### src/rtl/mwpipe_skid.sv
// Memory-to-writeback two-entry skid buffer with a registered ready, so there is no combinational path from ready_W to ready_M.
// The optional stall counter is built only when MWPIPE_STALL_CNT_EN is defined; otherwise stall_cnt is tied to 0.

module mwpipe_skid_lane #(
   parameter int LANE_W = 32
) (
   input  logic              clk,
   input  logic              rst,
   input  logic              main_ld,
   input  logic              main_sel_skid,
   input  logic              skid_ld,
   input  logic [LANE_W-1:0] d,
   output logic [LANE_W-1:0] q
);
   logic [LANE_W-1:0] main_r, skid_r;

   always_ff @(posedge clk or posedge rst) begin
      if (rst) begin
         main_r <= '0;
         skid_r <= '0;
      end else begin
         if (skid_ld) skid_r <= d;
         if (main_ld) main_r <= main_sel_skid ? skid_r : d;
      end
   end

   assign q = main_r;
endmodule

module mwpipe_skid #(
   parameter int SCALAR_W = 32,
   parameter int LANES    = 4,
   parameter int LANE_W   = 32,
   parameter int RADDR_W  = 4
) (
   input  logic                    clk,
   input  logic                    rst,
   input  logic                    valid_M,
   output logic                    ready_M,
   input  logic                    regw_M,
   input  logic                    regmem_M,
   input  logic [RADDR_W-1:0]      regScr_M,
   input  logic [SCALAR_W-1:0]     ALUrslt_M,
   input  logic [LANES*LANE_W-1:0] regVrslt_M,
   input  logic                    flush,
   output logic                    valid_W,
   input  logic                    ready_W,
   output logic                    regw_W,
   output logic                    regmem_W,
   output logic [RADDR_W-1:0]      regScr_W,
   output logic [SCALAR_W-1:0]     ALUrslt_W,
   output logic [LANES*LANE_W-1:0] regVrslt_W,
   output logic [15:0]             stall_cnt
);
   typedef enum logic [1:0] {S_EMPTY, S_ONE, S_TWO} state_t;

   typedef struct packed {
      logic                regw;
      logic                regmem;
      logic [RADDR_W-1:0]  scr;
      logic [SCALAR_W-1:0] alu;
   } ctl_t;

   state_t state, state_n;
   logic   ready_q, valid_q;
   logic   main_ld, skid_ld, main_sel_skid;
   logic   in_xfer, out_xfer;
   ctl_t   ctl_in, ctl_main, ctl_skid;
   logic [LANES-1:0][LANE_W-1:0] vec_m, vec_w;

   assign in_xfer  = valid_M && ready_q;
   assign out_xfer = valid_q && ready_W;

   always_ff @(posedge clk or posedge rst) begin
      if (rst) begin
         state   <= S_EMPTY;
         ready_q <= 1'b1;
         valid_q <= 1'b0;
      end else begin
         state   <= state_n;
         ready_q <= (state_n != S_TWO);
         valid_q <= (state_n != S_EMPTY);
      end
   end

   always_comb begin
      state_n       = state;
      main_ld       = 1'b0;
      skid_ld       = 1'b0;
      main_sel_skid = 1'b0;
      case (state)
         S_EMPTY: if (in_xfer) begin
            state_n = S_ONE;
            main_ld = 1'b1;
         end
         S_ONE: case ({in_xfer, out_xfer})
            2'b10: begin
               state_n = S_TWO;
               skid_ld = 1'b1;
            end
            2'b11:   main_ld = 1'b1;
            2'b01:   state_n = S_EMPTY;
            default: state_n = S_ONE;
         endcase
         S_TWO: if (out_xfer) begin
            state_n       = S_ONE;
            main_ld       = 1'b1;
            main_sel_skid = 1'b1;
         end
         default: state_n = S_EMPTY;
      endcase
      // Flush beats any handshake on the same edge; held payloads just go stale.
      if (flush) begin
         state_n       = S_EMPTY;
         main_ld       = 1'b0;
         skid_ld       = 1'b0;
         main_sel_skid = 1'b0;
      end
   end

   assign ctl_in = '{regw: regw_M, regmem: regmem_M, scr: regScr_M, alu: ALUrslt_M};

   always_ff @(posedge clk or posedge rst) begin
      if (rst) begin
         ctl_main <= '0;
         ctl_skid <= '0;
      end else begin
         if (skid_ld) ctl_skid <= ctl_in;
         if (main_ld) ctl_main <= main_sel_skid ? ctl_skid : ctl_in;
      end
   end

   assign vec_m = regVrslt_M;

   for (genvar g = 0; g < LANES; g++) begin : g_lane
      mwpipe_skid_lane #(.LANE_W(LANE_W)) u_lane (
         .clk           (clk),
         .rst           (rst),
         .main_ld       (main_ld),
         .main_sel_skid (main_sel_skid),
         .skid_ld       (skid_ld),
         .d             (vec_m[g]),
         .q             (vec_w[g])
      );
   end

   assign ready_M    = ready_q;
   assign valid_W    = valid_q;
   // Bubbles must never look like a register write.
   assign regw_W     = ctl_main.regw & valid_q;
   assign regmem_W   = ctl_main.regmem;
   assign regScr_W   = ctl_main.scr;
   assign ALUrslt_W  = ctl_main.alu;
   assign regVrslt_W = vec_w;

`ifdef MWPIPE_STALL_CNT_EN
   logic [15:0] stall_q;

   always_ff @(posedge clk or posedge rst) begin
      if (rst)
         stall_q <= '0;
      else if (flush)
         stall_q <= '0;
      else if (valid_q && !ready_W && stall_q != 16'hFFFF)
         stall_q <= stall_q + 16'd1;
   end

   assign stall_cnt = stall_q;
`else
   assign stall_cnt = '0;
`endif
endmodule

### config.mk
export PLATFORM = sky130hd
export DESIGN_NAME = mwpipe_skid
export DESIGN_NICKNAME = d
export VERILOG_FILES = /design/src/rtl/mwpipe_skid.sv
export SDC_FILE = /design/constraint.sdc
export NUM_CORES = 1
export LEC_CHECK = 0
export BUFFER_PORTS_ARGS = -buffer_cell sky130_fd_sc_hd__clkbuf_2
export CORE_MARGIN = 4
export CORE_UTILIZATION = 54
export CTS_CLUSTER_SIZE = 25
export DETAILED_ROUTE_END_ITERATION = 10
export HOLD_SLACK_MARGIN = 0.05
export PLACE_DENSITY = 0.87
export SLEW_MARGIN = 5
export SYNTH_ARGS = -nofsm -noshare
export SYNTH_HDL_FRONTEND = slang
export SYNTH_SLANG_ARGS = --single-unit
### constraint.sdc
create_clock -name clk -period 12.7 [get_ports clk]
set_input_delay 0.635 -clock clk [delete_from_list [all_inputs] [get_ports clk]]
set_output_delay 0.635 -clock clk [all_outputs]
set_load 0.01 [all_outputs]
==> results.yml, run 1 <==
placement:
  total_of_buffers_placed_on_input_and_output_ports: 338
  placedCellCount: 1722
  pre_cts_slack_ns: 9.30
  gp_congestion: 0.827
  dp_hpwl_um: 21400
route:
  route.detailed.wl_per_inst_um: 18.2
  drt-vias-per-instance: 5.40
  first_iteration_detailed_routing_drc_count: 718
  drc: 0
  antenna_violating_nets_post_route: 0
  drt-total-wl_um: 32600
  detailroute.via_count: 9674
  drt_pass1_iterations: 7
logic_synthesis:
  netlist-cell-type-count: 24
  synth.largest_area_cell: "dfrtp_1"
  post_synth_main_area_contributors: "dfrtp_1 (59%), mux2_2 (13%), mux2i_1 (12%), a21oi_1 (5.9%), nor2_1 (4.4%)"
  postSynthRegisterBits: 336
  synthesis.area_per_instance_um2: 12.5
  synthesis.instances: 1148
  sequential_to_total_area_share_from_yosys_stat_pct: 58.7
  ys_warn_count: 0
  combined_area_of_all_synthesized_cells_mm2: 0.0143
  yosysTopAreaCellShare_pct: 58.5
sta:
  clock-skew-final_ns: 0.0162
  worst_hold_slack_ns: 0.262
  finalSetupTns_ns: 0
  timing_worst_slew_pin_value_ns: 1.09
  min_period_ns: 3.28
  fmax_mhz: 305
  setup_viol: 0
  final_hold_viol_count: 0
  fin_ws_ns: 9.42
  final-max-slew-violation-count: 0
  max_slew_margin_pct: 27.3
  rsz0062_at_grt: "no"
  min_period_over_period_pct: 25.8
grt:
  grt_antenna_before_repair: 0
  grt_use_total_pct: 21.6
  overflow: 0
  largest_net_degree_at_the_start_of_global_routing: 250
  grt_first_pass_wirelength_um: 51200
  grt_pass1_vias: 10100
clock_tree:
  cts.root.buffer_cell: "clkbuf_16"
  cts-resized-gates: 0
  ctsLongestPathBuffers: 3
  cts_setup_buffers: 0
  cts_htree_levels: 2
  cts.hold.buffers_added: 0
  clkSinkCount: 336
  cts_tree: "built"
  clock_latency_ns: 0.50
  cts_made_buffers: 37
  clk_pin_slew_ns: 0.06
min_path:
  worst_hold_path_type: "in2async"
finish:
  num-fill-cells: 1900
  layout.nets: 1597
  layout_commonest_cell: "clkbuf_2"
  area_delta_synth_final_pct: 19.5
  antennaDiodeCount: 0
  instances_no_fill: 1790
  drive_above_1_share_pct: 39.8
  most-common-layout-cells: "clkbuf_2 (338), dfrtp_1 (335), a21oi_1 (169)"
critical_path:
  required_time_worst_endpoint_ns: 13.02
  critical_path.startpoint_type: "flip-flop"
  endpoint_kind: "flip-flop"
  critPathArrivalTime_ns: 3.60
  worstSetupPathType: "reg2reg"
  critical_path_peak_fanout: 58
floorplanning:
  die-height_um: 171
  core_area_mm2: 0.0261
  fp.dieW_um: 171
  fp.dieArea_mm2: 0.0292
  initial_core_util_pct: 55.0
  rows: 59
  num_io_pins: 355
run:
  drv.max_cap_violation_count: 0
outcome:
  run_status: "complete, no violations"
power_and_ir_drop:
  vdd_drop_max_mv: 0.150
  fin_total_pwr_mw: 3.53
  total_leakage_power_nw: 7.65
  total_power_per_unit_cell_area_mw_per_mm2: 206
## synthesized netlist by cell type
cell      count
a21oi_1     169
conb_1        1
and2_1        1
a221oi_4      1
nand2_1       4
o21bai_1      1
a21o_1        2
buf_2        52
inv_1         3
nand2b_2      1
buf_4        58
nor3b_1       1
dfstp_2       1
clkbuf_4      6
mux2_2      166
nor3_2        1
and3_1        1
nor2_1      167
clkbuf_1      8
nand3b_1      1
o21ai_0       1
or2_1         1
mux2i_1     166
dfrtp_1     335
## area by class of cell
type,instances,area [um2],share of cell area (%)
sequential,336,8410,49.2
timing repair buffer,348,1780,10.4
tap,335,419,2.45
clock inverter,10,136,0.797
inverter,3,18.8,0.110
clock buffer,58,1150,6.71
multi-input combinational,700,5200,30.4
## where the power goes
group	total [mW]	switching [mW]	internal, mW	leakage [nW]
Clock	1.10	0.414	0.684	0.635
Sequential	1.66	0.211	1.45	3.87
Combinational	0.769	0.386	0.383	3.15
Total	3.53	1.01	2.52	7.65
## routing by layer
layer | vias up | GRT usage [%] | wire length, um
li1 | 4472 | - | -
met5 | - | 0 | 0
met4 | 0 | 9.58 | 1500
met2 | 344 | 37.8 | 16700
met1 | 4760 | 25.4 | 12100
met3 | 98 | 5.27 | 2320
## state kept, by name, indices dropped and copies added (netlist names)
register and cells:
g_lane.u_lane.q 128, g_lane.u_lane.skid_r 128, ctl_skid 38, ALUrslt_W 32, regScr_W 4, state 2
ctl_main 1, ready_M 1, regmem_W 1, valid_W 1
## path summary, 6_finish.rpt
path	slack [ns]	cells past startpoint	end	startpoint
max	9.42	6	g_lane[0].u_lane.q[22]	state[0]
min	0.26	2	ctl_skid[27]	rst
max reg2reg	9.42	6	g_lane[0].u_lane.q[22]	state[0]
min reg2reg	0.50	1	g_lane[1].u_lane.skid_r[20]	g_lane[1].u_lane.skid_r[20]
max in group asynchronous	10.13	4	g_lane[0].u_lane.q[20]	rst
min in group clk	0.38	2	ctl_skid[2]	ALUrslt_M[2]
## metrics by stage
step	instance area (um2)	util [%]
global route	17100	65.7
detailed placement	15800	60.7
CTS	17100	65.7
floorplan	14400	-
global placement	15800	60.7
finish	17100	65.7
## worst max-delay path, cell delays in order, from the launching register on
cell      delay, ns
dfrtp_1        0.43
nand2b_2       0.28
nor3_4         0.19
buf_4          0.75
buf_4          0.91
mux2i_1        0.32
a21oi_1        0.11
## kinds of logic (layout without fill, tap and decap cells)
family / after synthesis / in the layout / synth area share [%]
flops: 336 / 336 / 58.7
buf+inv: 127 / 419 / 5.46
other cells: 1 / 16 / 0.0262
compound gates: 174 / 174 / 6.28
mux: 332 / 332 / 24.7
simple gates: 178 / 178 / 4.85
No activity file was read; power rests on OpenSTA's default activity.
==> run 2: changes to the inputs <==
--- a/config.mk
+++ b/config.mk
@@ -7,11 +7,11 @@
 export LEC_CHECK = 0
 export BUFFER_PORTS_ARGS = -buffer_cell sky130_fd_sc_hd__clkbuf_2
 export CORE_MARGIN = 4
-export CORE_UTILIZATION = 54
+export CORE_UTILIZATION = 48
 export CTS_CLUSTER_SIZE = 25
 export DETAILED_ROUTE_END_ITERATION = 10
 export HOLD_SLACK_MARGIN = 0.05
-export PLACE_DENSITY = 0.87
+export PLACE_DENSITY = 0.82
 export SLEW_MARGIN = 5
 export SYNTH_ARGS = -nofsm -noshare
 export SYNTH_HDL_FRONTEND = slang
==> constraint.sdc (replaced) <==
create_clock -name clk -period 2.8 [get_ports clk]
set_input_delay 0.14 -clock clk [delete_from_list [all_inputs] [get_ports clk]]
set_output_delay 0.14 -clock clk [all_outputs]
set_load 0.01 [all_outputs]
==> run 2 against run 1 <==
Effect of this change: combinational power grew to 5.0 times the previous value; largest cell class unchanged; maximum frequency is 47% higher; sequential share of layout area is 4.8 points lower; cell count is 13% higher; clock power grew to 4.0 times the previous value; critical path type unchanged; utilization is 0.46 points lower.
==> results.yml, run 2 (synthesized netlist as in run 1, its figures left out) <==
finish:
  num-fill-cells: 2014
  layout.nets: 1783
  area_delta_synth_final_pct: 32.4
  drive_above_1_share_pct: 35.8
  most-common-layout-cells: "clkbuf_2 (338), dfrtp_1 (335), a21oi_1 (169), dlygate4sd3_1 (169), nor2_1 (167)"
  seqCellArea_mm2: 0.00841
  finish.utilization_pct: 65.2
  layout_commonest_cell: "clkbuf_2"
  multi_input_comb_area_mm2: 0.00520
min_path:
  worst_hold_path_type: "in2reg"
  holdCritStartpoint: "valid_M"
  hold_path_end: "valid_W"
  holdPathStages: 4
route:
  first_iteration_detailed_routing_drc_count: 598
  drt_pass1_iterations: 5
  drc: 0
  drt-vias-per-instance: 5.29
  detailroute.via_count: 10700
  antenna_violating_nets_post_route: 0
  route.detailed.wl_per_inst_um: 18.8
  drt-total-wl_um: 38100
power_and_ir_drop:
  vdd_drop_max_mv: 0.621
  total_leakage_power_nw: 8.39
  total_power_per_unit_cell_area_mw_per_mm2: 835
grt:
  grt_antenna_before_repair: 5
  largest_net_degree_at_the_start_of_global_routing: 91
  grt_pass1_vias: 11700
  grt_use_total_pct: 22.8
  grt_first_pass_wirelength_um: 61300
  overflow: 0
critical_path:
  worstSetupPathType: "reg2reg"
  endpoint_kind: "flip-flop"
  critical-path-top-delay-family: "buffers and inverters"
  worstRegToRegCells: 6
  critPathArrivalTime_ns: 2.63
  timing.rr.start: "ready_M"
  max_incr_delay_on_cp_ns: 0.54
  cp.depth: 6
  critPathLaunch: "ready_M"
  required_time_worst_endpoint_ns: 3.20
  buffers_plus_inverters_on_the_worst_setup_path: 2
  reg_to_reg_slack_setup_ns: 0.56
  end_of_the_worst_register_to_register_path: "g_lane[3].u_lane.q[24]"
  crit_chain: "nand3b_1 -> a221oi_4 -> buf_12 -> buf_4 -> nor2_1 -> a21oi_1"
  critical_path.slowest_cell: "dfstp_2"
  critical_path.startpoint_type: "flip-flop"
  critical_path_peak_fanout: 46
clock_tree:
  clkSinkCount: 336
  clk_pin_slew_ns: 0.06
  cts_made_buffers: 36
  cts-resized-gates: 0
  cts_tree: "built"
  cts.root.buffer_cell: "clkbuf_16"
  clock_latency_ns: 0.51
  cts_htree_levels: 2
  ctsLongestPathBuffers: 3
sta:
  clock-skew-final_ns: 0.0147
  timing_worst_slew_pin_value_ns: 0.766
  worst_hold_slack_ns: 0.0855
  final-max-slew-violation-count: 0
  setup_viol: 0
  rsz0062_at_grt: "no"
  min_period_ns: 2.24
  final_hold_viol_count: 0
  min_period_over_period_pct: 79.8
  fmax_mhz: 447
  finalSetupTns_ns: 0
  max_slew_margin_pct: 48.8
floorplanning:
  num_io_pins: 355
  initial_core_util_pct: 49.2
  core_area_mm2: 0.0291
  fp.dieArea_mm2: 0.0327
  fp.dieW_um: 181
  die-height_um: 181
  rows: 62
run:
  drv.max_cap_violation_count: 0
outcome:
  run_status: "complete, no violations"
placement:
  total_of_buffers_placed_on_input_and_output_ports: 338
  dp_hpwl_um: 22300
  gp_congestion: 0.826
run 2: area by class of cell:
type	count	share of cell area (%)
sequential	336	44.3
multi-input combinational	700	27.4
timing repair buffer	535	19.9
clock buffer	55	5.66
tap	384	2.53
inverter	3	0.0792
antenna	6	0.0792
clock inverter	1	0.0264
run 2: worst max path at each step:
stage | end | slack (ns)
after floorplan | ALUrslt_W[0] | -1.83
final | g_lane[3].u_lane.q[24] | 0.56
after global routing | g_lane[3].u_lane.q[20] | 0.45
after CTS | ALUrslt_W[29] | 0.61
after global placement | ALUrslt_W[3] | 0.68
after detailed placement | g_lane[2].u_lane.skid_r[14] | 0.63
run 2: per-stage QoR:
| stage | power [mW] | worst slack [ns] | cell area (um2) | instances |
|---|---|---|---|---|
| 6_report | 15.8 | 0.565 | 19000 | 2020 |
| 5_1_grt | 16.7 | 0.445 | 19000 | 2019 |
| 4_1_cts | 15.8 | 0.615 | 19000 | 2014 |
| 3_5_place_dp | 11.1 | 0.627 | 16200 | 1789 |
| 3_3_place_gp | 10.9 | 0.676 | 16200 | 1789 |
| 2_1_floorplan | 9.81 | -1.83 | 14400 | 1163 |
run 2: worst min-delay path, cell delays in order:
cell and delay [ns]:
clkbuf_2 0.09, nand2_1 0.12, a21o_1 0.14, a21oi_1 0.06
run 2: routing by layer:
layer / GRT usage (%) / part of all wire, % / up-vias
met5: 0 / 0 / -
met4: 11.3 / 5.0 / 0
met3: 5.09 / 6.0 / 144
met2: 40.7 / 52 / 417
met1: 25.8 / 37 / 5298
li1: - / - / 4836
run 2: report_power, final:
group          internal (mW)  switching [mW]  leakage [nW]
combinational           1.93            1.88          4.00
sequential              6.59            1.00          3.87
clock                   2.61            1.83         0.529
total                   11.1            4.72          8.39
run 2: repair_timing:
item,in CTS,in global routing
hold buffers,169,0
endpoints found under the hold margin,363,0
buffers inserted,0,0
==> run 3: changes to the inputs <==
--- a/config.mk
+++ b/config.mk
@@ -7,11 +7,11 @@
 export LEC_CHECK = 0
 export BUFFER_PORTS_ARGS = -buffer_cell sky130_fd_sc_hd__clkbuf_2
 export CORE_MARGIN = 4
-export CORE_UTILIZATION = 48
+export CORE_UTILIZATION = 54
 export CTS_CLUSTER_SIZE = 25
 export DETAILED_ROUTE_END_ITERATION = 10
 export HOLD_SLACK_MARGIN = 0.05
-export PLACE_DENSITY = 0.82
+export PLACE_DENSITY = 0.87
 export SLEW_MARGIN = 5
 export SYNTH_ARGS = -nofsm -noshare
 export SYNTH_HDL_FRONTEND = slang
==> constraint.sdc (replaced) <==
create_clock -name clk -period 2.19 [get_ports clk]
set_input_delay 0.1095 -clock clk [delete_from_list [all_inputs] [get_ports clk]]
set_output_delay 0.1095 -clock clk [all_outputs]
set_load 0.01 [all_outputs]
==> run 3 against run 2 <==
Effect of this change: critical path depth shrank 1; sequential share of layout area down 0.48 points; cell count fell by 1.5%; register-to-register slack got worse by 0.50 ns; largest cell class unchanged.
==> results.yml, run 3 (synthesized netlist as in run 1, its figures left out) <==
sta:
  final-max-slew-violation-count: 0
  setup_viol: 0
  fmax_mhz: 471
  clock-skew-final_ns: 0.0149
  min_period_over_period_pct: 97.0
  final_hold_viol_count: 0
  min_period_ns: 2.13
  rsz0062_at_grt: "no"
  timing_worst_slew_pin_value_ns: 0.726
  max_slew_margin_pct: 51.6
grt:
  grt_first_pass_wirelength_um: 62900
  grt_pass1_vias: 12200
  overflow: 0
  largest_net_degree_at_the_start_of_global_routing: 117
  grt_antenna_before_repair: 3
  grt_use_total_pct: 26.9
clock_tree:
  cts-resized-gates: 0
  cts_htree_levels: 2
  clkSinkCount: 336
  clock_latency_ns: 0.51
  cts.root.buffer_cell: "clkbuf_16"
  cts_setup_buffers: 0
  cts_made_buffers: 36
  ctsLongestPathBuffers: 3
  cts_tree: "built"
  clk_pin_slew_ns: 0.06
outcome:
  run_status: "complete, no violations"
min_path:
  worst_hold_path_type: "in2reg"
  holdPathStages: 4
finish:
  area_delta_synth_final_pct: 33.9
  layout_commonest_cell: "clkbuf_2"
  drive_above_1_share_pct: 36.7
  layout.nets: 1798
  instances_no_fill: 1990
  most-common-layout-cells: "clkbuf_2 (338), dfrtp_1 (335), dlygate4sd3_1 (170)"
route:
  drt_pass1_iterations: 6
  drt-vias-per-instance: 5.57
  first_iteration_detailed_routing_drc_count: 682
  antenna_violating_nets_post_route: 0
  drt-total-wl_um: 40200
  drc: 0
  detailroute.via_count: 11100
  route.detailed.wl_per_inst_um: 20.2
critical_path:
  worstSetupPathType: "reg2reg"
  critPathArrivalTime_ns: 2.50
  critical_path_peak_fanout: 116
  endpoint_kind: "flip-flop"
  critical_path.startpoint_type: "flip-flop"
  worstRegToRegCells: 5
  required_time_worst_endpoint_ns: 2.57
placement:
  dp_hpwl_um: 22600
  gp_congestion: 0.790
  total_of_buffers_placed_on_input_and_output_ports: 338
  placedCellCount: 1754
floorplanning:
  rows: 59
  die-height_um: 171
  fp.dieW_um: 171
  initial_core_util_pct: 55.0
  fp.dieArea_mm2: 0.0292
  num_io_pins: 355
  core_area_mm2: 0.0261
power_and_ir_drop:
  vdd_drop_max_mv: 1.08
  total_leakage_power_nw: 8.54
  fin_total_pwr_mw: 21.0
  total_power_per_unit_cell_area_mw_per_mm2: 1100
run:
  drv.max_cap_violation_count: 0
## run 3: what timing repair did
item / 4_1_cts / 5_1_grt
hold buffers: 170 / 0
endpoints found under the setup margin: 0 / 0
hold endpoints to repair: 377 / 0
## run 3: layer usage
metal,up-vias,track usage [%],share of wire [%]
met5,-,0,0
met4,0,15.6,6.8
met3,209,5.11,6.2
met2,553,48.1,52
met1,5459,30.0,35
li1,4871,-,-
## run 3: metrics by stage
step | hold slack [ns] | instance area, um2 | worst slack, ns | TNS [ns] | util [%]
finish | 0.111 | 19200 | 0.0648 | 0 | 73.6
floorplan | 0.173 | 14400 | -2.41 | -808.30 | -
CTS | 0.0960 | 19200 | 0.165 | 0 | 73.5
global route | 0.126 | 19200 | 0.0266 | 0 | 73.5
global placement | 0.157 | 16300 | 0.274 | 0 | 62.4
detailed placement | 0.158 | 16300 | 0.177 | 0 | 62.4
## run 3: cell type report
cell class / instances / area, um2
clock inverter: 9 / 145
antenna: 6 / 15.0
timing repair buffer: 550 / 3920
tap: 335 / 419
inverter: 3 / 15.0
fill: 1539 / 6890
sequential: 336 / 8410
clock buffer: 51 / 1050
multi-input combinational: 700 / 5200
## run 3: worst max-delay path, cell delays in order, from the launching register on
cell     delay, ns
dfstp_2       0.54
nand2_1       0.10
nor3b_1       0.42
nand2_4       0.12
buf_12        0.27
mux2_2        0.41
## run 3: report_power, final
group | internal, mW | total (mW) | switching, mW
Combinational | 2.50 | 5.03 | 2.53
Clock | 3.79 | 6.19 | 2.41
Sequential | 8.42 | 9.79 | 1.37
## run 3: path summary, 6_finish.rpt
kind	slack, ns	from	to
max in group asynchronous	1.05	rst	g_lane[2].u_lane.skid_r[26]
hold / removal	0.11	valid_M	state[0]
hold reg to reg	0.50	g_lane[3].u_lane.skid_r[3]	g_lane[3].u_lane.skid_r[3]
setup reg to reg	0.06	ready_M	g_lane[2].u_lane.skid_r[8]
setup / recovery	0.06	ready_M	g_lane[2].u_lane.skid_r[8]
min in group asynchronous	0.22	rst	g_lane[0].u_lane.q[3]
